<file path="config.mk">
export PLATFORM = sky130hd
export DESIGN_NAME = id_ex_hazard_stage_flat
export DESIGN_NICKNAME = d
export VERILOG_FILES = /design/src/rtl/id_ex_hazard_stage_if.sv /design/src/rtl/id_ex_hazard_stage.sv /design/src/flat_wrapper.sv
export SDC_FILE = /design/constraint.sdc
export NUM_CORES = 1
export LEC_CHECK = 0
export BUFFER_PORTS_ARGS = -buffer_cell sky130_fd_sc_hd__buf_2
export CAP_MARGIN = 20
export CORE_AREA = 2 2 159 161
export DETAILED_ROUTE_END_ITERATION = 7
export DIE_AREA = 0 0 161 163
export PLACE_DENSITY = 0.68
export SLEW_MARGIN = 0
export SYNTH_ARGS = -nofsm -noshare
export SYNTH_HDL_FRONTEND = slang
export SYNTH_SLANG_ARGS = --single-unit
</file>
<file path="constraint.sdc">
create_clock -name clk -period 3.5 [get_ports clk]
set_input_delay 0.175 -clock clk [delete_from_list [all_inputs] [get_ports clk]]
set_output_delay 0.175 -clock clk [all_outputs]
set_load 0.02 [all_outputs]
</file>
<file path="src/rtl/id_ex_hazard_stage_if.sv">
// ID/EX stage bundle: decoded ID fields, MEM-stage destination info and the
// registered EX-stage view, plus stall/bubble status and debug counters.
interface id_ex_hazard_stage_if #(
    parameter int CNT_W = 32
);
    logic [31:0]      ID_PC_4;
    logic [4:0]       ID_Rs;
    logic [4:0]       ID_Rt;
    logic [4:0]       ID_Rd;
    logic [31:0]      ID_DataBusA;
    logic [31:0]      ID_DataBusB;
    logic [31:0]      ID_Imm32;
    logic [4:0]       ID_Shamt;
    logic [5:0]       ID_ALUFun;
    logic             ID_ALUSrc1;
    logic             ID_ALUSrc2;
    logic [1:0]       ID_RegDst;
    logic [1:0]       ID_MemToReg;
    logic             ID_RegWr;
    logic             ID_MemRd;
    logic             ID_MemWr;
    logic             ID_UsesRs;
    logic             ID_UsesRt;
    logic             ID_IsBranch;
    logic             ID_Flush;
    logic             Hold;

    logic             MEM_RegWr;
    logic [1:0]       MEM_MemToReg;
    logic [1:0]       MEM_RegDst;
    logic [4:0]       MEM_Rd;
    logic [4:0]       MEM_Rt;

    logic             Stall;
    logic [31:0]      EX_PC_4;
    logic [31:0]      EX_DataBusA;
    logic [31:0]      EX_DataBusB;
    logic [31:0]      EX_Imm32;
    logic [4:0]       EX_Rs;
    logic [4:0]       EX_Rt;
    logic [4:0]       EX_Rd;
    logic [4:0]       EX_Shamt;
    logic [5:0]       EX_ALUFun;
    logic             EX_ALUSrc1;
    logic             EX_ALUSrc2;
    logic             EX_RegWr;
    logic             EX_MemRd;
    logic             EX_MemWr;
    logic             EX_Valid;
    logic [1:0]       EX_RegDst;
    logic [1:0]       EX_MemToReg;
    logic [CNT_W-1:0] StallCnt;
    logic [CNT_W-1:0] BubbleCnt;

    modport master (
        output ID_PC_4, ID_Rs, ID_Rt, ID_Rd, ID_DataBusA, ID_DataBusB, ID_Imm32,
               ID_Shamt, ID_ALUFun, ID_ALUSrc1, ID_ALUSrc2, ID_RegDst, ID_MemToReg,
               ID_RegWr, ID_MemRd, ID_MemWr, ID_UsesRs, ID_UsesRt, ID_IsBranch,
               ID_Flush, Hold, MEM_RegWr, MEM_MemToReg, MEM_RegDst, MEM_Rd, MEM_Rt,
        input  Stall, EX_PC_4, EX_DataBusA, EX_DataBusB, EX_Imm32, EX_Rs, EX_Rt,
               EX_Rd, EX_Shamt, EX_ALUFun, EX_ALUSrc1, EX_ALUSrc2, EX_RegWr,
               EX_MemRd, EX_MemWr, EX_Valid, EX_RegDst, EX_MemToReg, StallCnt,
               BubbleCnt
    );

    modport slave (
        input  ID_PC_4, ID_Rs, ID_Rt, ID_Rd, ID_DataBusA, ID_DataBusB, ID_Imm32,
               ID_Shamt, ID_ALUFun, ID_ALUSrc1, ID_ALUSrc2, ID_RegDst, ID_MemToReg,
               ID_RegWr, ID_MemRd, ID_MemWr, ID_UsesRs, ID_UsesRt, ID_IsBranch,
               ID_Flush, Hold, MEM_RegWr, MEM_MemToReg, MEM_RegDst, MEM_Rd, MEM_Rt,
        output Stall, EX_PC_4, EX_DataBusA, EX_DataBusB, EX_Imm32, EX_Rs, EX_Rt,
               EX_Rd, EX_Shamt, EX_ALUFun, EX_ALUSrc1, EX_ALUSrc2, EX_RegWr,
               EX_MemRd, EX_MemWr, EX_Valid, EX_RegDst, EX_MemToReg, StallCnt,
               BubbleCnt
    );
endinterface

</file>
<file path="src/rtl/id_ex_hazard_stage.sv">
// ID/EX pipeline register with load-use and early-branch hazard detection,
// bubble insertion and saturating stall/bubble counters.
module id_ex_hazard_stage #(
    parameter int CNT_W = 32
) (
    input logic                 clk,
    input logic                 reset,
    id_ex_hazard_stage_if.slave bus
);

    function automatic logic [4:0] dest_reg(input logic [1:0] reg_dst,
                                            input logic [4:0] rd,
                                            input logic [4:0] rt);
        case (reg_dst)
            2'd0:    dest_reg = rd;
            2'd1:    dest_reg = rt;
            2'd2:    dest_reg = 5'd31;
            default: dest_reg = 5'd26;
        endcase
    endfunction

    logic [4:0]       ex_dst;
    logic [4:0]       mem_dst;
    logic             rs_read;
    logic             rt_read;
    logic             ex_match;
    logic             mem_match;
    logic             load_use;
    logic             branch_haz;
    logic             hazard;
    logic             stall;
    logic             bubble;
    logic [CNT_W-1:0] stall_cnt;
    logic [CNT_W-1:0] bubble_cnt;

    assign ex_dst  = dest_reg(bus.EX_RegDst, bus.EX_Rd, bus.EX_Rt);
    assign mem_dst = dest_reg(bus.MEM_RegDst, bus.MEM_Rd, bus.MEM_Rt);

    // A branch/jr always reads Rs in ID, whether or not the ALU would use it.
    assign rs_read = bus.ID_UsesRs || bus.ID_IsBranch;
    assign rt_read = bus.ID_UsesRt;

    assign ex_match  = (ex_dst != 5'd0) &&
                       ((rs_read && ex_dst == bus.ID_Rs) || (rt_read && ex_dst == bus.ID_Rt));
    assign mem_match = (mem_dst != 5'd0) &&
                       ((rs_read && mem_dst == bus.ID_Rs) || (rt_read && mem_dst == bus.ID_Rt));

    assign load_use = bus.EX_RegWr && (bus.EX_MemToReg == 2'd1) && ex_match;

    // PC_4 results (MemToReg==2) are forwarded to ID, so only ALU/memory results stall a branch.
    assign branch_haz = bus.ID_IsBranch &&
                        ((bus.EX_RegWr && !bus.EX_MemToReg[1] && ex_match) ||
                         (bus.MEM_RegWr && (bus.MEM_MemToReg == 2'd1) && mem_match));

    assign hazard    = load_use || branch_haz;
    assign stall     = hazard && !bus.ID_Flush && !bus.Hold;
    assign bubble    = !bus.Hold && (bus.ID_Flush || stall);
    assign bus.Stall = stall;

    always_ff @(posedge clk or negedge reset) begin
        if (!reset) begin
            bus.EX_PC_4     <= '0;
            bus.EX_DataBusA <= '0;
            bus.EX_DataBusB <= '0;
            bus.EX_Imm32    <= '0;
            bus.EX_Rs       <= '0;
            bus.EX_Rt       <= '0;
            bus.EX_Rd       <= '0;
            bus.EX_Shamt    <= '0;
            bus.EX_ALUFun   <= '0;
            bus.EX_ALUSrc1  <= 1'b0;
            bus.EX_ALUSrc2  <= 1'b0;
            bus.EX_RegDst   <= '0;
            bus.EX_MemToReg <= '0;
            bus.EX_RegWr    <= 1'b0;
            bus.EX_MemRd    <= 1'b0;
            bus.EX_MemWr    <= 1'b0;
            bus.EX_Valid    <= 1'b0;
        end else if (!bus.Hold) begin
            bus.EX_PC_4     <= bus.ID_PC_4;
            bus.EX_DataBusA <= bus.ID_DataBusA;
            bus.EX_DataBusB <= bus.ID_DataBusB;
            bus.EX_Imm32    <= bus.ID_Imm32;
            bus.EX_Rs       <= bus.ID_Rs;
            bus.EX_Rt       <= bus.ID_Rt;
            bus.EX_Rd       <= bus.ID_Rd;
            bus.EX_Shamt    <= bus.ID_Shamt;
            bus.EX_ALUFun   <= bus.ID_ALUFun;
            bus.EX_ALUSrc1  <= bus.ID_ALUSrc1;
            bus.EX_ALUSrc2  <= bus.ID_ALUSrc2;
            bus.EX_RegDst   <= bus.ID_RegDst;
            bus.EX_MemToReg <= bus.ID_MemToReg;
            bus.EX_RegWr    <= bus.ID_RegWr && !bubble;
            bus.EX_MemRd    <= bus.ID_MemRd && !bubble;
            bus.EX_MemWr    <= bus.ID_MemWr && !bubble;
            bus.EX_Valid    <= !bubble;
        end
    end

    always_ff @(posedge clk or negedge reset) begin
        if (!reset) begin
            stall_cnt  <= '0;
            bubble_cnt <= '0;
        end else begin
            if (stall && stall_cnt != '1)
                stall_cnt <= stall_cnt + 1'b1;
            if (bubble && bubble_cnt != '1)
                bubble_cnt <= bubble_cnt + 1'b1;
        end
    end

    assign bus.StallCnt  = stall_cnt;
    assign bus.BubbleCnt = bubble_cnt;

endmodule

</file>
<file path="src/flat_wrapper.sv">
// flat-port wrapper written by rule: the top's interface ports become plain ports
module id_ex_hazard_stage_flat 
#(
    parameter int CNT_W = 32
)
  (clk, reset, bus_ID_PC_4, bus_ID_Rs, bus_ID_Rt, bus_ID_Rd, bus_ID_DataBusA, bus_ID_DataBusB, bus_ID_Imm32, bus_ID_Shamt, bus_ID_ALUFun, bus_ID_ALUSrc1, bus_ID_ALUSrc2, bus_ID_RegDst, bus_ID_MemToReg, bus_ID_RegWr, bus_ID_MemRd, bus_ID_MemWr, bus_ID_UsesRs, bus_ID_UsesRt, bus_ID_IsBranch, bus_ID_Flush, bus_Hold, bus_MEM_RegWr, bus_MEM_MemToReg, bus_MEM_RegDst, bus_MEM_Rd, bus_MEM_Rt, bus_Stall, bus_EX_PC_4, bus_EX_DataBusA, bus_EX_DataBusB, bus_EX_Imm32, bus_EX_Rs, bus_EX_Rt, bus_EX_Rd, bus_EX_Shamt, bus_EX_ALUFun, bus_EX_ALUSrc1, bus_EX_ALUSrc2, bus_EX_RegWr, bus_EX_MemRd, bus_EX_MemWr, bus_EX_Valid, bus_EX_RegDst, bus_EX_MemToReg, bus_StallCnt, bus_BubbleCnt);
  id_ex_hazard_stage_if #(.CNT_W(CNT_W)) bus_i ();
  input logic clk;
  input logic reset;
  input wire logic [$bits(bus_i.ID_PC_4)-1:0] bus_ID_PC_4;
  input wire logic [$bits(bus_i.ID_Rs)-1:0] bus_ID_Rs;
  input wire logic [$bits(bus_i.ID_Rt)-1:0] bus_ID_Rt;
  input wire logic [$bits(bus_i.ID_Rd)-1:0] bus_ID_Rd;
  input wire logic [$bits(bus_i.ID_DataBusA)-1:0] bus_ID_DataBusA;
  input wire logic [$bits(bus_i.ID_DataBusB)-1:0] bus_ID_DataBusB;
  input wire logic [$bits(bus_i.ID_Imm32)-1:0] bus_ID_Imm32;
  input wire logic [$bits(bus_i.ID_Shamt)-1:0] bus_ID_Shamt;
  input wire logic [$bits(bus_i.ID_ALUFun)-1:0] bus_ID_ALUFun;
  input wire logic [$bits(bus_i.ID_ALUSrc1)-1:0] bus_ID_ALUSrc1;
  input wire logic [$bits(bus_i.ID_ALUSrc2)-1:0] bus_ID_ALUSrc2;
  input wire logic [$bits(bus_i.ID_RegDst)-1:0] bus_ID_RegDst;
  input wire logic [$bits(bus_i.ID_MemToReg)-1:0] bus_ID_MemToReg;
  input wire logic [$bits(bus_i.ID_RegWr)-1:0] bus_ID_RegWr;
  input wire logic [$bits(bus_i.ID_MemRd)-1:0] bus_ID_MemRd;
  input wire logic [$bits(bus_i.ID_MemWr)-1:0] bus_ID_MemWr;
  input wire logic [$bits(bus_i.ID_UsesRs)-1:0] bus_ID_UsesRs;
  input wire logic [$bits(bus_i.ID_UsesRt)-1:0] bus_ID_UsesRt;
  input wire logic [$bits(bus_i.ID_IsBranch)-1:0] bus_ID_IsBranch;
  input wire logic [$bits(bus_i.ID_Flush)-1:0] bus_ID_Flush;
  input wire logic [$bits(bus_i.Hold)-1:0] bus_Hold;
  input wire logic [$bits(bus_i.MEM_RegWr)-1:0] bus_MEM_RegWr;
  input wire logic [$bits(bus_i.MEM_MemToReg)-1:0] bus_MEM_MemToReg;
  input wire logic [$bits(bus_i.MEM_RegDst)-1:0] bus_MEM_RegDst;
  input wire logic [$bits(bus_i.MEM_Rd)-1:0] bus_MEM_Rd;
  input wire logic [$bits(bus_i.MEM_Rt)-1:0] bus_MEM_Rt;
  output wire logic [$bits(bus_i.Stall)-1:0] bus_Stall;
  output wire logic [$bits(bus_i.EX_PC_4)-1:0] bus_EX_PC_4;
  output wire logic [$bits(bus_i.EX_DataBusA)-1:0] bus_EX_DataBusA;
  output wire logic [$bits(bus_i.EX_DataBusB)-1:0] bus_EX_DataBusB;
  output wire logic [$bits(bus_i.EX_Imm32)-1:0] bus_EX_Imm32;
  output wire logic [$bits(bus_i.EX_Rs)-1:0] bus_EX_Rs;
  output wire logic [$bits(bus_i.EX_Rt)-1:0] bus_EX_Rt;
  output wire logic [$bits(bus_i.EX_Rd)-1:0] bus_EX_Rd;
  output wire logic [$bits(bus_i.EX_Shamt)-1:0] bus_EX_Shamt;
  output wire logic [$bits(bus_i.EX_ALUFun)-1:0] bus_EX_ALUFun;
  output wire logic [$bits(bus_i.EX_ALUSrc1)-1:0] bus_EX_ALUSrc1;
  output wire logic [$bits(bus_i.EX_ALUSrc2)-1:0] bus_EX_ALUSrc2;
  output wire logic [$bits(bus_i.EX_RegWr)-1:0] bus_EX_RegWr;
  output wire logic [$bits(bus_i.EX_MemRd)-1:0] bus_EX_MemRd;
  output wire logic [$bits(bus_i.EX_MemWr)-1:0] bus_EX_MemWr;
  output wire logic [$bits(bus_i.EX_Valid)-1:0] bus_EX_Valid;
  output wire logic [$bits(bus_i.EX_RegDst)-1:0] bus_EX_RegDst;
  output wire logic [$bits(bus_i.EX_MemToReg)-1:0] bus_EX_MemToReg;
  output wire logic [$bits(bus_i.StallCnt)-1:0] bus_StallCnt;
  output wire logic [$bits(bus_i.BubbleCnt)-1:0] bus_BubbleCnt;
  assign bus_i.ID_PC_4 = bus_ID_PC_4;
  assign bus_i.ID_Rs = bus_ID_Rs;
  assign bus_i.ID_Rt = bus_ID_Rt;
  assign bus_i.ID_Rd = bus_ID_Rd;
  assign bus_i.ID_DataBusA = bus_ID_DataBusA;
  assign bus_i.ID_DataBusB = bus_ID_DataBusB;
  assign bus_i.ID_Imm32 = bus_ID_Imm32;
  assign bus_i.ID_Shamt = bus_ID_Shamt;
  assign bus_i.ID_ALUFun = bus_ID_ALUFun;
  assign bus_i.ID_ALUSrc1 = bus_ID_ALUSrc1;
  assign bus_i.ID_ALUSrc2 = bus_ID_ALUSrc2;
  assign bus_i.ID_RegDst = bus_ID_RegDst;
  assign bus_i.ID_MemToReg = bus_ID_MemToReg;
  assign bus_i.ID_RegWr = bus_ID_RegWr;
  assign bus_i.ID_MemRd = bus_ID_MemRd;
  assign bus_i.ID_MemWr = bus_ID_MemWr;
  assign bus_i.ID_UsesRs = bus_ID_UsesRs;
  assign bus_i.ID_UsesRt = bus_ID_UsesRt;
  assign bus_i.ID_IsBranch = bus_ID_IsBranch;
  assign bus_i.ID_Flush = bus_ID_Flush;
  assign bus_i.Hold = bus_Hold;
  assign bus_i.MEM_RegWr = bus_MEM_RegWr;
  assign bus_i.MEM_MemToReg = bus_MEM_MemToReg;
  assign bus_i.MEM_RegDst = bus_MEM_RegDst;
  assign bus_i.MEM_Rd = bus_MEM_Rd;
  assign bus_i.MEM_Rt = bus_MEM_Rt;
  assign bus_Stall = bus_i.Stall;
  assign bus_EX_PC_4 = bus_i.EX_PC_4;
  assign bus_EX_DataBusA = bus_i.EX_DataBusA;
  assign bus_EX_DataBusB = bus_i.EX_DataBusB;
  assign bus_EX_Imm32 = bus_i.EX_Imm32;
  assign bus_EX_Rs = bus_i.EX_Rs;
  assign bus_EX_Rt = bus_i.EX_Rt;
  assign bus_EX_Rd = bus_i.EX_Rd;
  assign bus_EX_Shamt = bus_i.EX_Shamt;
  assign bus_EX_ALUFun = bus_i.EX_ALUFun;
  assign bus_EX_ALUSrc1 = bus_i.EX_ALUSrc1;
  assign bus_EX_ALUSrc2 = bus_i.EX_ALUSrc2;
  assign bus_EX_RegWr = bus_i.EX_RegWr;
  assign bus_EX_MemRd = bus_i.EX_MemRd;
  assign bus_EX_MemWr = bus_i.EX_MemWr;
  assign bus_EX_Valid = bus_i.EX_Valid;
  assign bus_EX_RegDst = bus_i.EX_RegDst;
  assign bus_EX_MemToReg = bus_i.EX_MemToReg;
  assign bus_StallCnt = bus_i.StallCnt;
  assign bus_BubbleCnt = bus_i.BubbleCnt;
  id_ex_hazard_stage #(.CNT_W(CNT_W)) u_core (.clk(clk), .reset(reset), .bus(bus_i));
endmodule
</file>
* After elaboration in Yosys (flattened, before gate mapping) *
Cells that the tools add are included.

storage, ports and cells
  register bits = 228
  input bits = 185
  output and inout bits = 229
  word-level logic and storage cells = 70

cells by class
  add/sub/neg operators = 2
  equality and inequality tests = 12
  mux-type cells = 2
  reductions and logical operators = 35

operator list
  operator                 count
  $add A32 B1 Y32 const B  2
  $ne A32 B32 Y1 const B   2
  $pmux W5 S3              2
  $logic_and A1 B1 Y1      21
  $eq A5 B5 Y1             4
  $reduce_bool A5 Y1       2
  $eq A2 B1 Y1 const B     4
  $logic_or A1 B1 Y1       6
  $eq A2 B2 Y1 const B     2
  $logic_not A1 Y1         4
  $logic_not A2 Y1         2

* Logic depth before layout (Yosys ltp) *
Gate-level depths: netlist (run 1).

  depth after elaboration = 16
  depth in mapped cells = 11
  depth with buffers taken out = 9

* Worst setup path after synthesis (run 1) *
OpenSTA, ideal clock, no wires.

  path type = register to register
  from = register u_core.bus.EX_RegDst[0] (netlist name)
  to = register u_core.stall_cnt[7], in the netlist u_core.bus.StallCnt[7]
  setup time = 0.080 ns
  arrival time = 2.969 ns
  required time = 3.420 ns
  slack = 0.451 ns
  cell stages (with the launch flop) = 12
  path buffers = 2
  clock period less this slack = 3.049 ns
  path through = dfrtp_1 buf_2 mux2i_1 a21oi_1 nand4b_1 or4_1 a2bb2oi_1 a2111oi_4 o41ai_2 buf_4 nor2_1 xor2_1

on the way
  cells in the longest elaborated chain, start to end = 13
  elaborated cells between the ends (all ways) = 19
  those cells by class = eq/ne: 4; mux: 1; reduce/logical: 14

RTL lines
  what                                        line                         source
  from (decl)                                 id_ex_hazard_stage_if.sv:73  EX_MemRd, EX_MemWr, EX_Valid, EX_RegDst, EX_MemToReg, StallCnt,
  from (signal assigned)                      id_ex_hazard_stage.sv:91     bus.EX_RegDst <= bus.ID_RegDst;
  $eq A2 B2 Y1, or another cell as far along  id_ex_hazard_stage.sv:14     case (reg_dst)
  $pmux W5 S3 *                               id_ex_hazard_stage.sv:14
  $eq A5 B5 Y1                                id_ex_hazard_stage.sv:44     ((rs_read && ex_dst == bus.ID_Rs) || (rt_read && ex_dst == bus.ID_Rt));
  $logic_and A1 B1 Y1                         id_ex_hazard_stage.sv:44
  $logic_or A1 B1 Y1                          id_ex_hazard_stage.sv:44
  $logic_and A1 B1 Y1 *                       id_ex_hazard_stage.sv:43     assign ex_match = (ex_dst != 5'd0) &&
  $logic_and A1 B1 Y1                         id_ex_hazard_stage.sv:52     ((bus.EX_RegWr && !bus.EX_MemToReg[1] && ex_match) ||
  $logic_or A1 B1 Y1                          id_ex_hazard_stage.sv:52
  $logic_and A1 B1 Y1                         id_ex_hazard_stage.sv:51     assign branch_haz = bus.ID_IsBranch &&
  $logic_or A1 B1 Y1 *                        id_ex_hazard_stage.sv:55     assign hazard = load_use || branch_haz;
  $logic_and A1 B1 Y1 * (2 in series)         id_ex_hazard_stage.sv:56     assign stall = hazard && !bus.ID_Flush && !bus.Hold;
  $logic_and A1 B1 Y1 *                       id_ex_hazard_stage.sv:105    if (stall && stall_cnt != '1)
  to (signal assigned)                        id_ex_hazard_stage.sv:106    stall_cnt <= stall_cnt + 1'b1;
  to (decl)                                   id_ex_hazard_stage.sv:33     logic [CNT_W-1:0] stall_cnt;

Every way passes the cells marked *; elsewhere a longest branch is shown, timed or not.
A chain may end at the register's enable or synchronous reset.

* Worst setup path after layout (run 1) *
  from = register u_core.bus.EX_RegDst[1] (netlist name)
  to = register u_core.stall_cnt[13], in the netlist u_core.bus.StallCnt[13]

Same word-level chain as after synthesis.

==> results of run 1 <==
-- metal layers --
| metal | share of wire [%] | vias to the layer above | GRT usage [%] |
|---|---|---|---|
| li1 | - | 3782 | - |
| met4 | 2.8 | 0 | 7.22 |
| met5 | 0 | - | 0 |
| met3 | 6.8 | 66 | 4.89 |
| met2 | 51 | 302 | 37.1 |
| met1 | 40 | 3951 | 25.6 |
-- cell usage in the layout (no fill, tap or decap), types with 4 or more instances in the layout --
cell type,n
sky130_fd_sc_hd__inv_1,17
sky130_fd_sc_hd__and3_1,15
sky130_fd_sc_hd__nand4_1,11
sky130_fd_sc_hd__dfrtp_1,227
sky130_fd_sc_hd__nor2_1,38
sky130_fd_sc_hd__and4_1,4
sky130_fd_sc_hd__nand3_1,30
sky130_fd_sc_hd__nand2_1,30
sky130_fd_sc_hd__nor4_1,9
sky130_fd_sc_hd__clkbuf_8,6
sky130_fd_sc_hd__buf_4,17
sky130_fd_sc_hd__clkinv_2,7
sky130_fd_sc_hd__buf_2,411
sky130_fd_sc_hd__nor3_2,7
sky130_fd_sc_hd__xnor2_1,18
sky130_fd_sc_hd__xor2_1,55
sky130_fd_sc_hd__a21oi_1,11
sky130_fd_sc_hd__clkbuf_16,25
sky130_fd_sc_hd__nor3_1,23
sky130_fd_sc_hd__dlygate4sd3_1,165
sky130_fd_sc_hd__nand2b_1,5
sky130_fd_sc_hd__mux2_2,164
sky130_fd_sc_hd__o21ai_0,4
-- state kept, by name, summed over array words and instances (netlist names), 2 cells and up --
register                count
u_core.bus.StallCnt        32
u_core.bus.EX_Rt            5
u_core.bus.EX_MemToReg      2
u_core.bus.EX_PC_4         32
u_core.bus.EX_Shamt         5
u_core.bus.EX_Rs            5
u_core.bus.EX_ALUFun        6
u_core.bus.EX_RegDst        2
u_core.bus.EX_DataBusA     32
u_core.bus.EX_Rd            5
u_core.bus.BubbleCnt       32
u_core.bus.EX_Imm32        32
u_core.bus.EX_DataBusB     32
-- how the worst min path moves through the flow --
stage / from / to / slack (ns) / cells after the start
after global routing: bus_Hold / u_core.bus.EX_MemRd / 0.21 / 3
after global placement: reset / u_core.bus.EX_DataBusA[2] / 0.27 / 1
final: bus_Hold / u_core.bus.EX_Valid / 0.17 / 3
after CTS: bus_Hold / u_core.bus.EX_MemRd / 0.15 / 3
after detailed placement: reset / u_core.bus.EX_DataBusA[2] / 0.27 / 1
after floorplan: reset / u_core.bus.BubbleCnt[0] / -0.12 / 0
-- final cells by class --
| type | instances | area, um2 | share of cell area [%] |
|---|---|---|---|
| clock buffer | 34 | 719 | 4.89 |
| antenna | 1 | 2.50 | 0.0170 |
| timing repair buffer | 596 | 3880 | 26.4 |
| multi-input combinational | 463 | 3800 | 25.8 |
| sequential | 228 | 5710 | 38.8 |
| clock inverter | 11 | 134 | 0.909 |
| tap | 330 | 413 | 2.80 |
| inverter | 17 | 63.8 | 0.433 |
-- report_power, final --
part | internal, mW | switching [mW] | leakage, nW | total, mW
clock | 1.66 | 1.07 | 0.429 | 2.72
sequential | 2.86 | 0.163 | 2.78 | 3.02
combinational | 0.588 | 0.689 | 4.09 | 1.28
total | 5.10 | 1.92 | 7.30 | 7.02
-- logic make-up (layout without fill, tap and decap cells) --
family / count (synthesis) / count (layout) / synth area share (%)
AO/OA/AOI/OAI: 34 / 34 / 2.66
XOR/XNOR: 73 / 73 / 6.60
adder cells (fa/ha/maj): 2 / 2 / 0.258
buffers and inverters: 50 / 658 / 2.09
flip-flops: 228 / 228 / 58.9
multiplexers: 167 / 167 / 19.4
other: 0 / 1 / 0
AND/OR/NAND/NOR: 187 / 187 / 10.2
-- critical path, delay by kind of cell (launching register included) --
kind / cells / cell delay (ns)
compound gates: 4 / 1.27
xor+xnor: 2 / 0.30
buf+inv: 1 / 0.25
flops: 1 / 0.50
simple gates: 3 / 0.87
-- repair_timing --
item                       in CTS  in global routing
hold endpoints to repair      260                  0
setup endpoints to repair       0                 12
gates resized for setup         0                  3
setup buffers                   0                  5
hold buffers                  165                  0
==> impl_results.html, run 1 <==
<table>
<tr><th>Metric</th><th>Value</th></tr>
<tr><th colspan="2">Synthesis</th></tr>
<tr><td>Main area contributors after synthesis</td><td>sky130_fd_sc_hd__dfrtp_1, sky130_fd_sc_hd__mux2_2, sky130_fd_sc_hd__xor2_1, sky130_fd_sc_hd__xnor2_1, sky130_fd_sc_hd__nand3_1</td></tr>
<tr><td>Post-synth EDFFs</td><td>0</td></tr>
<tr><td>Fraction of synthesized cell area taken by the top area cell type</td><td>58.9%</td></tr>
<tr><td>Sequential fraction of the synthesis area</td><td>58.9%</td></tr>
<tr><td>Cell area after synthesis</td><td>0.00969 mm2</td></tr>
<tr><td>Post-Synthesis Cells</td><td>741</td></tr>
<tr><td>Cell type contributing the most total cell area after synthesis</td><td>sky130_fd_sc_hd__dfrtp_1</td></tr>
<tr><td>Number of distinct library cells after synthesis</td><td>48</td></tr>
<tr><td>Synth warnings</td><td>0</td></tr>
<tr><td>Mapped Nets</td><td>928</td></tr>
<tr><td>Syn Area/Cell</td><td>13.1 um2</td></tr>
<tr><td>Register bit total from synthesis</td><td>228</td></tr>
<tr><td>Async set or reset register ratio after synthesis</td><td>100%</td></tr>
<tr><td>Most common cell in the netlist</td><td>sky130_fd_sc_hd__dfrtp_1</td></tr>
<tr><td>Post-synth top cells</td><td>sky130_fd_sc_hd__dfrtp_1, sky130_fd_sc_hd__mux2_2, sky130_fd_sc_hd__xor2_1, sky130_fd_sc_hd__nor2_1</td></tr>
<tr><td>Commonest register cell after synthesis</td><td>sky130_fd_sc_hd__dfrtp_1</td></tr>
<tr><th colspan="2">Route</th></tr>
<tr><td>Via total after detailed routing</td><td>8101</td></tr>
<tr><td>Count of nets left with antenna violations after detail routing</td><td>0</td></tr>
<tr><td>Remaining DRCs</td><td>0</td></tr>
<tr><td>Number of design-rule violations left by the first detailed-router iteration</td><td>332</td></tr>
<tr><td>First-pass detailed-route iteration total</td><td>4</td></tr>
<tr><td>Wire length per cell</td><td>17.1 um</td></tr>
<tr><td>Routed wire length</td><td>28800 um</td></tr>
<tr><td>Via count normalized by instance count</td><td>4.82</td></tr>
<tr><th colspan="2">Setup path</th></tr>
<tr><td>Max Fanout on Critical Path</td><td>17</td></tr>
<tr><td>Critical path start-end classification</td><td>reg2reg</td></tr>
<tr><td>Start point of the critical path</td><td>u_core.bus.EX_RegDst[1]</td></tr>
<tr><td>Worst reg2reg path startpoint</td><td>u_core.bus.EX_RegDst[1]</td></tr>
<tr><td>CP required</td><td>3.94 ns</td></tr>
<tr><td>Reg2reg setup slack</td><td>0.23 ns</td></tr>
<tr><td>Worst Setup Start Kind</td><td>register</td></tr>
<tr><td>Destination of the worst register-to-register timing path</td><td>u_core.bus.StallCnt[13]</td></tr>
<tr><td>Worst-case reg-to-reg path depth</td><td>10</td></tr>
<tr><td>Destination of the critical timing path</td><td>u_core.bus.StallCnt[13]</td></tr>
<tr><td>Largest stage delay, worst path</td><td>0.54 ns</td></tr>
<tr><td>Critical Path Slowest Stage Cell</td><td>sky130_fd_sc_hd__or4_1</td></tr>
<tr><td>Cells traversed along the worst timing path</td><td>nand2b_1 &gt; a21oi_1 &gt; xor2_1 &gt; or4_1 &gt; a2bb2oi_1 &gt; a2111oi_4 &gt; o41ai_4 &gt; buf_4 &gt; nor2_1 &gt; xor2_1</td></tr>
<tr><td>Most frequent cell on the critical path</td><td>sky130_fd_sc_hd__xor2_1</td></tr>
<tr><td>Data arrival at the endpoint of the critical path</td><td>3.71 ns</td></tr>
<tr><td>Kind of end point of the critical path</td><td>register</td></tr>
<tr><th colspan="2">Floorplanning</th></tr>
<tr><td>Initial core utilization</td><td>39.3%</td></tr>
<tr><td>Die outline height</td><td>163 um</td></tr>
<tr><td>Number of rows in the core area</td><td>58</td></tr>
<tr><td>Horizontal die dimension</td><td>161 um</td></tr>
<tr><td>Area of the core</td><td>0.0247 mm2</td></tr>
<tr><td>Area of the die</td><td>0.0262 mm2</td></tr>
<tr><td>Num ports</td><td>414</td></tr>
<tr><th colspan="2">Power</th></tr>
<tr><td>Power density relative to cell area</td><td>477 mW/mm2</td></tr>
<tr><td>Max IR drop VDD</td><td>0.395 mV</td></tr>
<tr><td>Overall Power</td><td>7.02 mW</td></tr>
<tr><td>LEAKAGE</td><td>7.30 nW</td></tr>
<tr><th colspan="2">Placed design</th></tr>
<tr><td>Number of placed instances, taps included</td><td>1464</td></tr>
<tr><td>Final GP Congestion</td><td>0.829</td></tr>
<tr><td>Total placed instance area</td><td>0.0122 mm2</td></tr>
<tr><td>Total half-perimeter wirelength after legalization and detailed placement</td><td>19000 um</td></tr>
<tr><td>Worst-case setup slack after placement</td><td>0.216 ns</td></tr>
<tr><td># port buffers</td><td>413</td></tr>
<tr><th colspan="2">Cells and area</th></tr>
<tr><td>Count of non-filler cells in the finished layout</td><td>1680</td></tr>
<tr><td>Finished Core Util</td><td>59.7%</td></tr>
<tr><td>Final non-filler cell area</td><td>0.0147 mm2</td></tr>
<tr><td>Fill cell instance count of the final layout</td><td>1922</td></tr>
<tr><td>Number of nets at the end of the flow</td><td>1518</td></tr>
<tr><td>Share of final-layout standard cells stronger than drive strength 1</td><td>48.3%</td></tr>
<tr><td>Area Overhead vs Synth</td><td>51.9%</td></tr>
<tr><th colspan="2">STA</th></tr>
<tr><td>Relative slew slack</td><td>38.6%</td></tr>
<tr><td>Unrepaired setup endpoints after global routing</td><td>yes</td></tr>
<tr><td>Count of pins over their slew limit</td><td>0</td></tr>
<tr><td>Slew at the pin with the worst max-slew slack</td><td>0.918 ns</td></tr>
<tr><td>Final worst setup slack</td><td>0.226 ns</td></tr>
<tr><td>Post-route fraction of the period consumed by the critical path</td><td>93.5%</td></tr>
<tr><td>Maximum clock skew at final layout</td><td>0.0105 ns</td></tr>
<tr><td>Period minus WS final</td><td>3.27 ns</td></tr>
<tr><td>Setup violation total in the final timing report</td><td>0</td></tr>
<tr><td>Max frequency</td><td>0.305 GHz</td></tr>
<tr><td>Post-Route Setup TNS</td><td>0 ns</td></tr>
<tr><td>Hold Violations, Final</td><td>0</td></tr>
<tr><td>Fin Hold WS</td><td>0.168 ns</td></tr>
<tr><th colspan="2">Global routing</th></tr>
<tr><td>Maximum number of pins on one net before global-route repair</td><td>103</td></tr>
<tr><td>Via count of the first global-routing pass</td><td>8425</td></tr>
<tr><td>Antenna violations before repair</td><td>1</td></tr>
<tr><td>Wire length of the first global-routing pass</td><td>44600 um</td></tr>
<tr><td>Total overflow reported by the global router</td><td>0</td></tr>
<tr><td>GRT Total Usage</td><td>21.1%</td></tr>
<tr><th colspan="2">Run status</th></tr>
<tr><td>Result of the run</td><td>finished, final reports clean</td></tr>
<tr><th colspan="2">Clock network</th></tr>
<tr><td>Clock tree from TritonCTS</td><td>done</td></tr>
<tr><td>Clock transition at the register clock pins on the worst setup and hold paths after CTS</td><td>0.06 ns</td></tr>
<tr><td>Cell at the root of the clock tree</td><td>sky130_fd_sc_hd__clkbuf_16</td></tr>
<tr><td>Clock insertion delay at the later pin of the skew report</td><td>0.52 ns</td></tr>
<tr><td>Max H-tree Level</td><td>1</td></tr>
<tr><td>Num Clock Sinks</td><td>228</td></tr>
<tr><td>CTS Buffer Depth</td><td>3</td></tr>
<tr><td>Number of buffers added by the clock tree synthesis step</td><td>25</td></tr>
<tr><th colspan="2">Flow run</th></tr>
<tr><td>Total of max-cap violations</td><td>0</td></tr>
<tr><th colspan="2">Hold path</th></tr>
<tr><td>Hold WC Path Type</td><td>in2reg</td></tr>
</table>
(Power assumes the default switching activity.)
==> run 2: changes to the inputs <==
--- a/config.mk
+++ b/config.mk
@@ -7,9 +7,10 @@
 export LEC_CHECK = 0
 export BUFFER_PORTS_ARGS = -buffer_cell sky130_fd_sc_hd__buf_2
 export CAP_MARGIN = 20
-export CORE_AREA = 2 2 159 161
+export CORE_AREA = 2 2 160 162
+export CTS_BUF_LIST = sky130_fd_sc_hd__clkbuf_4 sky130_fd_sc_hd__clkbuf_8
 export DETAILED_ROUTE_END_ITERATION = 7
-export DIE_AREA = 0 0 161 163
+export DIE_AREA = 0 0 162 164
 export PLACE_DENSITY = 0.68
 export SLEW_MARGIN = 0
 export SYNTH_ARGS = -nofsm -noshare
==> impl_results.html, run 2 (synthesis gave the netlist of run 1 again) <==
<table>
<tr><th>Metric</th><th>Value</th></tr>
<tr><th colspan="2">Global routing</th></tr>
<tr><td>Wire length of the first global-routing pass</td><td>44400 um</td></tr>
<tr><td>Total overflow reported by the global router</td><td>0</td></tr>
<tr><td>Met1 Usage GRT</td><td>25.8%</td></tr>
<tr><td>Antenna violations before repair</td><td>0</td></tr>
<tr><td>Met3 Track Usage GR</td><td>5.61%</td></tr>
<tr><td>Met2 Usage GRT</td><td>34.8%</td></tr>
<tr><td>GRT Total Usage</td><td>20.7%</td></tr>
<tr><td>Global route hottest layer</td><td>met2</td></tr>
<tr><td>Via count of the first global-routing pass</td><td>8640</td></tr>
<tr><td>Maximum number of pins on one net before global-route repair</td><td>116</td></tr>
<tr><th colspan="2">Floorplanning</th></tr>
<tr><td>Initial core utilization</td><td>39.1%</td></tr>
<tr><td>Die outline height</td><td>164 um</td></tr>
<tr><td>Area of the die</td><td>0.0266 mm2</td></tr>
<tr><td>Horizontal die dimension</td><td>162 um</td></tr>
<tr><td>Area of the core</td><td>0.0248 mm2</td></tr>
<tr><td>Num ports</td><td>414</td></tr>
<tr><td>Number of rows in the core area</td><td>58</td></tr>
<tr><th colspan="2">Route</th></tr>
<tr><td>First-pass detailed-route iteration total</td><td>6</td></tr>
<tr><td>Routed wire length</td><td>28000 um</td></tr>
<tr><td>Count of nets left with antenna violations after detail routing</td><td>0</td></tr>
<tr><td>Via total after detailed routing</td><td>8077</td></tr>
<tr><td>Remaining DRCs</td><td>0</td></tr>
<tr><td>Via count normalized by instance count</td><td>4.76</td></tr>
<tr><td>Number of design-rule violations left by the first detailed-router iteration</td><td>432</td></tr>
<tr><td>Wire length per cell</td><td>16.5 um</td></tr>
<tr><th colspan="2">Power</th></tr>
<tr><td>Max IR drop VDD</td><td>0.360 mV</td></tr>
<tr><td>Power density relative to cell area</td><td>472 mW/mm2</td></tr>
<tr><td>Overall Power</td><td>6.94 mW</td></tr>
<tr><td>LEAKAGE</td><td>7.31 nW</td></tr>
<tr><th colspan="2">Clock network</th></tr>
<tr><td>Clock insertion delay at the later pin of the skew report</td><td>0.52 ns</td></tr>
<tr><td>Cell at the root of the clock tree</td><td>sky130_fd_sc_hd__clkbuf_8</td></tr>
<tr><td>Max H-tree Level</td><td>2</td></tr>
<tr><td>Num Clock Sinks</td><td>228</td></tr>
<tr><td>Number of buffers added by the clock tree synthesis step</td><td>41</td></tr>
<tr><td>Clock transition at the register clock pins on the worst setup and hold paths after CTS</td><td>0.07 ns</td></tr>
<tr><td>CTS Buffer Depth</td><td>3</td></tr>
<tr><td>Clock tree from TritonCTS</td><td>done</td></tr>
<tr><th colspan="2">Setup path</th></tr>
<tr><td>Largest stage delay, worst path</td><td>0.57 ns</td></tr>
<tr><td>CP required</td><td>3.93 ns</td></tr>
<tr><td>Data arrival at the endpoint of the critical path</td><td>3.73 ns</td></tr>
<tr><td>Max Fanout on Critical Path</td><td>17</td></tr>
<tr><td>Critical Path Slowest Stage Cell</td><td>sky130_fd_sc_hd__dfrtp_1</td></tr>
<tr><td>Most frequent cell on the critical path</td><td>sky130_fd_sc_hd__buf_4</td></tr>
<tr><td>Critical path start-end classification</td><td>reg2reg</td></tr>
<tr><td>Kind of end point of the critical path</td><td>register</td></tr>
<tr><td>Cells traversed along the worst timing path</td><td>mux2i_1 &gt; a21oi_1 &gt; nand4b_1 &gt; or4_1 &gt; a2bb2oi_1 &gt; a2111oi_4 &gt; buf_4 &gt; o41ai_4 &gt; buf_4 &gt; nor2_1 &gt; xor2_1</td></tr>
<tr><td>Worst Setup Start Kind</td><td>register</td></tr>
<tr><th colspan="2">Flow run</th></tr>
<tr><td>Total of max-cap violations</td><td>0</td></tr>
<tr><th colspan="2">Cells and area</th></tr>
<tr><td>Number of nets at the end of the flow</td><td>1526</td></tr>
<tr><td>Top library cells by usage in the layout, fill and taps aside</td><td>sky130_fd_sc_hd__buf_2, sky130_fd_sc_hd__dfrtp_1, sky130_fd_sc_hd__dlygate4sd3_1</td></tr>
<tr><td>Area Overhead vs Synth</td><td>51.7%</td></tr>
<tr><td>Total inserted antenna cells</td><td>0</td></tr>
<tr><td>Share of final-layout standard cells stronger than drive strength 1</td><td>49.2%</td></tr>
<tr><td>Fill cell instance count of the final layout</td><td>2017</td></tr>
<tr><td>Most frequent standard cell in the layout excluding fill and tap cells</td><td>sky130_fd_sc_hd__buf_2</td></tr>
<tr><th colspan="2">STA</th></tr>
<tr><td>Relative slew slack</td><td>32.6%</td></tr>
<tr><td>Post-route fraction of the period consumed by the critical path</td><td>94.1%</td></tr>
<tr><td>Max frequency</td><td>0.303 GHz</td></tr>
<tr><td>Slew at the pin with the worst max-slew slack</td><td>1.01 ns</td></tr>
<tr><td>Hold Violations, Final</td><td>0</td></tr>
<tr><td>Setup violation total in the final timing report</td><td>0</td></tr>
<tr><td>Maximum clock skew at final layout</td><td>0.0126 ns</td></tr>
<tr><td>Post-Route Setup TNS</td><td>0 ns</td></tr>
<tr><td>Count of pins over their slew limit</td><td>0</td></tr>
<tr><td>Fin Hold WS</td><td>0.164 ns</td></tr>
<tr><td>Unrepaired setup endpoints after global routing</td><td>no</td></tr>
<tr><td>Period minus WS final</td><td>3.30 ns</td></tr>
<tr><th colspan="2">Placed design</th></tr>
<tr><td># port buffers</td><td>413</td></tr>
<tr><td>Final GP Congestion</td><td>0.794</td></tr>
<tr><td>Total half-perimeter wirelength after legalization and detailed placement</td><td>18400 um</td></tr>
<tr><th colspan="2">Hold path</th></tr>
<tr><td>Hold WC Path Type</td><td>in2reg</td></tr>
<tr><th colspan="2">Run status</th></tr>
<tr><td>Result of the run</td><td>finished, final reports clean</td></tr>
</table>
## run 2: power by group
part           total [mW]  internal [mW]  leakage, nW  switching [mW]
combinational        1.28          0.590         4.07           0.688
sequential           3.02           2.86         2.78           0.158
clock                2.65           1.55        0.466            1.10
total                6.94           5.00         7.31            1.94
## run 2: layer usage
| metal | wire (um) | vias to the layer above |
|---|---|---|
| li1 | - | 3795 |
| met1 | 11300 | 3901 |
| met2 | 13800 | 313 |
| met3 | 2050 | 68 |
| met4 | 860 | 0 |
| met5 | 0 | - |
## run 2: stage by stage
stage | util (%) | std cells | setup slack, ns | area [um2]
after global placement | 49.0 | 1459 | 0.0837 | 12200
after floorplan | - | 741 | 0.451 | 9690
after global routing | 59.3 | 1698 | 0.0223 | 14700
final | 59.3 | 1698 | 0.205 | 14700
after CTS | 59.3 | 1698 | 0.106 | 14700
after detailed placement | 49.0 | 1459 | -0.0203 | 12200
## run 2: path summary, 6_finish.rpt
path | cells after the start | startpoint | slack (ns) | end
max in group asynchronous | 3 | reset | 2.27 | u_core.bus.EX_DataBusA[26]
worst max register to register | 11 | u_core.bus.EX_RegDst[0] | 0.20 | u_core.bus.StallCnt[7]
min in group asynchronous | 2 | reset | 0.34 | u_core.bus.EX_ALUFun[1]
worst min register to register | 1 | u_core.bus.StallCnt[9] | 0.48 | u_core.bus.StallCnt[9]
worst max-delay path | 11 | u_core.bus.EX_RegDst[0] | 0.20 | u_core.bus.StallCnt[7]
worst min-delay path | 3 | bus_Hold | 0.16 | u_core.bus.EX_Valid
## run 2: area by class of cell
| type | instances | area (um2) | area share, % |
|---|---|---|---|
| clock buffers | 66 | 815 | 5.54 |
| clock inverters | 6 | 61.3 | 0.417 |
| inverters | 17 | 63.8 | 0.434 |
| multi-input cells | 463 | 3800 | 25.9 |
| flip-flops and latches | 228 | 5710 | 38.8 |
| well taps | 330 | 413 | 2.81 |
| repair buffers | 588 | 3850 | 26.2 |
## run 2: what timing repair did
action,in CTS,in global routing
gates resized for setup,0,2
setup buffers,2,0
endpoints found under the hold margin,275,0
pin swaps,1,0
hold buffers,165,0
endpoints found under the setup margin,12,14
## run 2: critical path, delay by kind of cell (launching register included)
kind | cells | cell delay [ns]
xor+xnor | 1 | 0.18
buf+inv | 2 | 0.47
flops | 1 | 0.57
compound gates | 4 | 0.86
mux | 1 | 0.32
simple gates | 3 | 0.81
==> run 3: changes to the inputs <==
--- a/config.mk
+++ b/config.mk
@@ -12,6 +12,7 @@
 export DETAILED_ROUTE_END_ITERATION = 7
 export DIE_AREA = 0 0 162 164
 export PLACE_DENSITY = 0.68
+export REMOVE_ABC_BUFFERS = 1
 export SLEW_MARGIN = 0
 export SYNTH_ARGS = -nofsm -noshare
 export SYNTH_HDL_FRONTEND = slang
==> impl_results.html, run 3 (synthesis gave the netlist of run 1 again) <==
<table>
<tr><th>Metric</th><th>Value</th></tr>
<tr><th colspan="2">Run status</th></tr>
<tr><td>Result of the run</td><td>finished, final reports clean</td></tr>
<tr><th colspan="2">Cells and area</th></tr>
<tr><td>Most frequent standard cell in the layout excluding fill and tap cells</td><td>sky130_fd_sc_hd__buf_2</td></tr>
<tr><td>Count of non-filler cells in the finished layout</td><td>1710</td></tr>
<tr><td>Share of final-layout standard cells stronger than drive strength 1</td><td>49.4%</td></tr>
<tr><td>Area Overhead vs Synth</td><td>53.0%</td></tr>
<tr><td>Top library cells by usage in the layout, fill and taps aside</td><td>sky130_fd_sc_hd__buf_2, sky130_fd_sc_hd__dfrtp_1, sky130_fd_sc_hd__dlygate4sd3_1</td></tr>
<tr><td>Number of nets at the end of the flow</td><td>1526</td></tr>
<tr><td>Fill cell instance count of the final layout</td><td>2005</td></tr>
<tr><th colspan="2">STA</th></tr>
<tr><td>Relative slew slack</td><td>32.4%</td></tr>
<tr><td>Max frequency</td><td>0.304 GHz</td></tr>
<tr><td>Hold Violations, Final</td><td>0</td></tr>
<tr><td>Count of pins over their slew limit</td><td>0</td></tr>
<tr><td>Setup violation total in the final timing report</td><td>0</td></tr>
<tr><td>Post-route fraction of the period consumed by the critical path</td><td>93.9%</td></tr>
<tr><td>Unrepaired setup endpoints after global routing</td><td>no</td></tr>
<tr><td>Period minus WS final</td><td>3.28 ns</td></tr>
<tr><td>Maximum clock skew at final layout</td><td>0.0238 ns</td></tr>
<tr><td>Fin Hold WS</td><td>0.138 ns</td></tr>
<tr><td>Slew at the pin with the worst max-slew slack</td><td>1.01 ns</td></tr>
<tr><th colspan="2">Floorplanning</th></tr>
<tr><td>Num ports</td><td>414</td></tr>
<tr><td>Initial core utilization</td><td>39.1%</td></tr>
<tr><td>Die outline height</td><td>164 um</td></tr>
<tr><td>Area of the die</td><td>0.0266 mm2</td></tr>
<tr><td>Number of rows in the core area</td><td>58</td></tr>
<tr><td>Area of the core</td><td>0.0248 mm2</td></tr>
<tr><td>Horizontal die dimension</td><td>162 um</td></tr>
<tr><th colspan="2">Clock network</th></tr>
<tr><td>CTS Buffer Depth</td><td>3</td></tr>
<tr><td>Clock transition at the register clock pins on the worst setup and hold paths after CTS</td><td>0.07 ns</td></tr>
<tr><td>Clock tree from TritonCTS</td><td>done</td></tr>
<tr><td>Num Clock Sinks</td><td>228</td></tr>
<tr><td>Setup Buffers After CTS</td><td>0</td></tr>
<tr><td>Cell at the root of the clock tree</td><td>sky130_fd_sc_hd__clkbuf_8</td></tr>
<tr><td>Clock insertion delay at the later pin of the skew report</td><td>0.53 ns</td></tr>
<tr><td>Number of buffers added by the clock tree synthesis step</td><td>41</td></tr>
<tr><td>Max H-tree Level</td><td>2</td></tr>
<tr><th colspan="2">Global routing</th></tr>
<tr><td>Total overflow reported by the global router</td><td>0</td></tr>
<tr><td>Maximum number of pins on one net before global-route repair</td><td>136</td></tr>
<tr><td>GRT Total Usage</td><td>22.1%</td></tr>
<tr><td>Wire length of the first global-routing pass</td><td>46000 um</td></tr>
<tr><td>Antenna violations before repair</td><td>8</td></tr>
<tr><td>Via count of the first global-routing pass</td><td>8448</td></tr>
<tr><th colspan="2">Placed design</th></tr>
<tr><td>Final GP Congestion</td><td>0.799</td></tr>
<tr><td>Number of placed instances, taps included</td><td>1461</td></tr>
<tr><td># port buffers</td><td>413</td></tr>
<tr><td>Total half-perimeter wirelength after legalization and detailed placement</td><td>19900 um</td></tr>
<tr><th colspan="2">Route</th></tr>
<tr><td>Remaining DRCs</td><td>0</td></tr>
<tr><td>Via count normalized by instance count</td><td>4.76</td></tr>
<tr><td>Wire length per cell</td><td>17.7 um</td></tr>
<tr><td>Routed wire length</td><td>30300 um</td></tr>
<tr><td>Via total after detailed routing</td><td>8132</td></tr>
<tr><td>Count of nets left with antenna violations after detail routing</td><td>0</td></tr>
<tr><td>First-pass detailed-route iteration total</td><td>6</td></tr>
<tr><td>Number of design-rule violations left by the first detailed-router iteration</td><td>405</td></tr>
<tr><th colspan="2">Setup path</th></tr>
<tr><td>Critical path start-end classification</td><td>reg2reg</td></tr>
<tr><td>Kind of end point of the critical path</td><td>register</td></tr>
<tr><td>Max Fanout on Critical Path</td><td>17</td></tr>
<tr><td>Worst Setup Start Kind</td><td>register</td></tr>
<tr><td>Data arrival at the endpoint of the critical path</td><td>3.73 ns</td></tr>
<tr><td>CP required</td><td>3.94 ns</td></tr>
<tr><th colspan="2">Power</th></tr>
<tr><td>Max IR drop VDD</td><td>0.343 mV</td></tr>
<tr><td>Power density relative to cell area</td><td>485 mW/mm2</td></tr>
<tr><td>LEAKAGE</td><td>7.35 nW</td></tr>
<tr><th colspan="2">Hold path</th></tr>
<tr><td>Hold WC Path Type</td><td>in2reg</td></tr>
<tr><th colspan="2">Flow run</th></tr>
<tr><td>Total of max-cap violations</td><td>0</td></tr>
</table>
## run 3: cell types whose count changed in the layout (fill, tap and decap cells not counted), moves of 2 or more
cell / delta
sky130_fd_sc_hd__clkbuf_4: -5
sky130_fd_sc_hd__diode_2: +9
sky130_fd_sc_hd__clkbuf_8: +4
sky130_fd_sc_hd__bufinv_16: +2
## run 3: what timing repair did
| action | in CTS | in global routing |
|---|---|---|
| hold buffers | 165 | 0 |
| gates resized for setup | 1 | 2 |
| endpoints found under the hold margin | 268 | 0 |
| endpoints found under the setup margin | 1 | 29 |
## run 3: report_power, final
| group | internal [mW] | total, mW | switching (mW) |
|---|---|---|---|
| Combinational | 0.591 | 1.29 | 0.699 |
| Sequential | 2.86 | 3.02 | 0.163 |
| Clock | 1.74 | 2.88 | 1.14 |
## run 3: path summary, 6_finish.rpt
kind / startpoint / end / slack (ns) / depth (start not counted)
setup reg to reg: u_core.bus.EX_RegDst[1] / u_core.bus.StallCnt[9] / 0.22 / 10
setup / recovery: u_core.bus.EX_RegDst[1] / u_core.bus.StallCnt[9] / 0.22 / 10
max in group asynchronous: reset / u_core.bus.EX_Shamt[2] / 2.35 / 3
hold reg to reg: u_core.bus.BubbleCnt[9] / u_core.bus.BubbleCnt[9] / 0.48 / 1
min in group asynchronous: reset / u_core.bus.BubbleCnt[19] / 0.31 / 2
hold / removal: bus_Hold / u_core.bus.EX_Imm32[31] / 0.14 / 2
## run 3: per-layer routing
layer	vias up	global-route usage [%]	part of all wire, %
met5	-	0	0
met4	0	9.57	3.1
met3	61	5.51	6.6
met2	288	39.0	52
met1	3970	25.7	38
li1	3813	-	-
## run 3: through the flow
step / utilization (%) / setup WS (ns) / total power, mW / setup TNS [ns] / area, um2
detailed placement: 49.1 / 0.147 / 4.19 / 0 / 12200
global placement: 49.1 / 0.282 / 4.16 / 0 / 12200
CTS: 59.6 / 0.113 / 7.23 / 0 / 14800
global route: 59.7 / 0.00660 / 7.51 / 0 / 14800
finish: 59.7 / 0.215 / 7.19 / 0 / 14800
floorplan: - / -0.272 / 3.64 / -8.84 / 9550
## run 3: worst max-delay path, stage by stage, from the launching register on
cell                        delay [ns]
sky130_fd_sc_hd__dfrtp_1          0.50
sky130_fd_sc_hd__nand2b_1         0.20
sky130_fd_sc_hd__a21oi_1          0.25
sky130_fd_sc_hd__xor2_1           0.12
sky130_fd_sc_hd__or4_1            0.55
sky130_fd_sc_hd__a2bb2oi_1        0.20
sky130_fd_sc_hd__a2111oi_4        0.45
sky130_fd_sc_hd__o41ai_4          0.32
sky130_fd_sc_hd__buf_4            0.28
sky130_fd_sc_hd__nor2_1           0.15
sky130_fd_sc_hd__xor2_1           0.16
## run 3: final cells by class
| type | count | area (um2) | share of cell area [%] |
|---|---|---|---|
| Tap cell | 330 | 413 | 2.78 |
| Multi-Input combinational cell | 463 | 3810 | 25.7 |
| Clock buffer | 65 | 832 | 5.61 |
| Inverter | 17 | 63.8 | 0.430 |
| Clock inverter | 10 | 134 | 0.903 |
| Timing Repair Buffer | 588 | 3850 | 25.9 |
| Antenna cell | 9 | 22.5 | 0.152 |
| Sequential cell | 228 | 5710 | 38.5 |
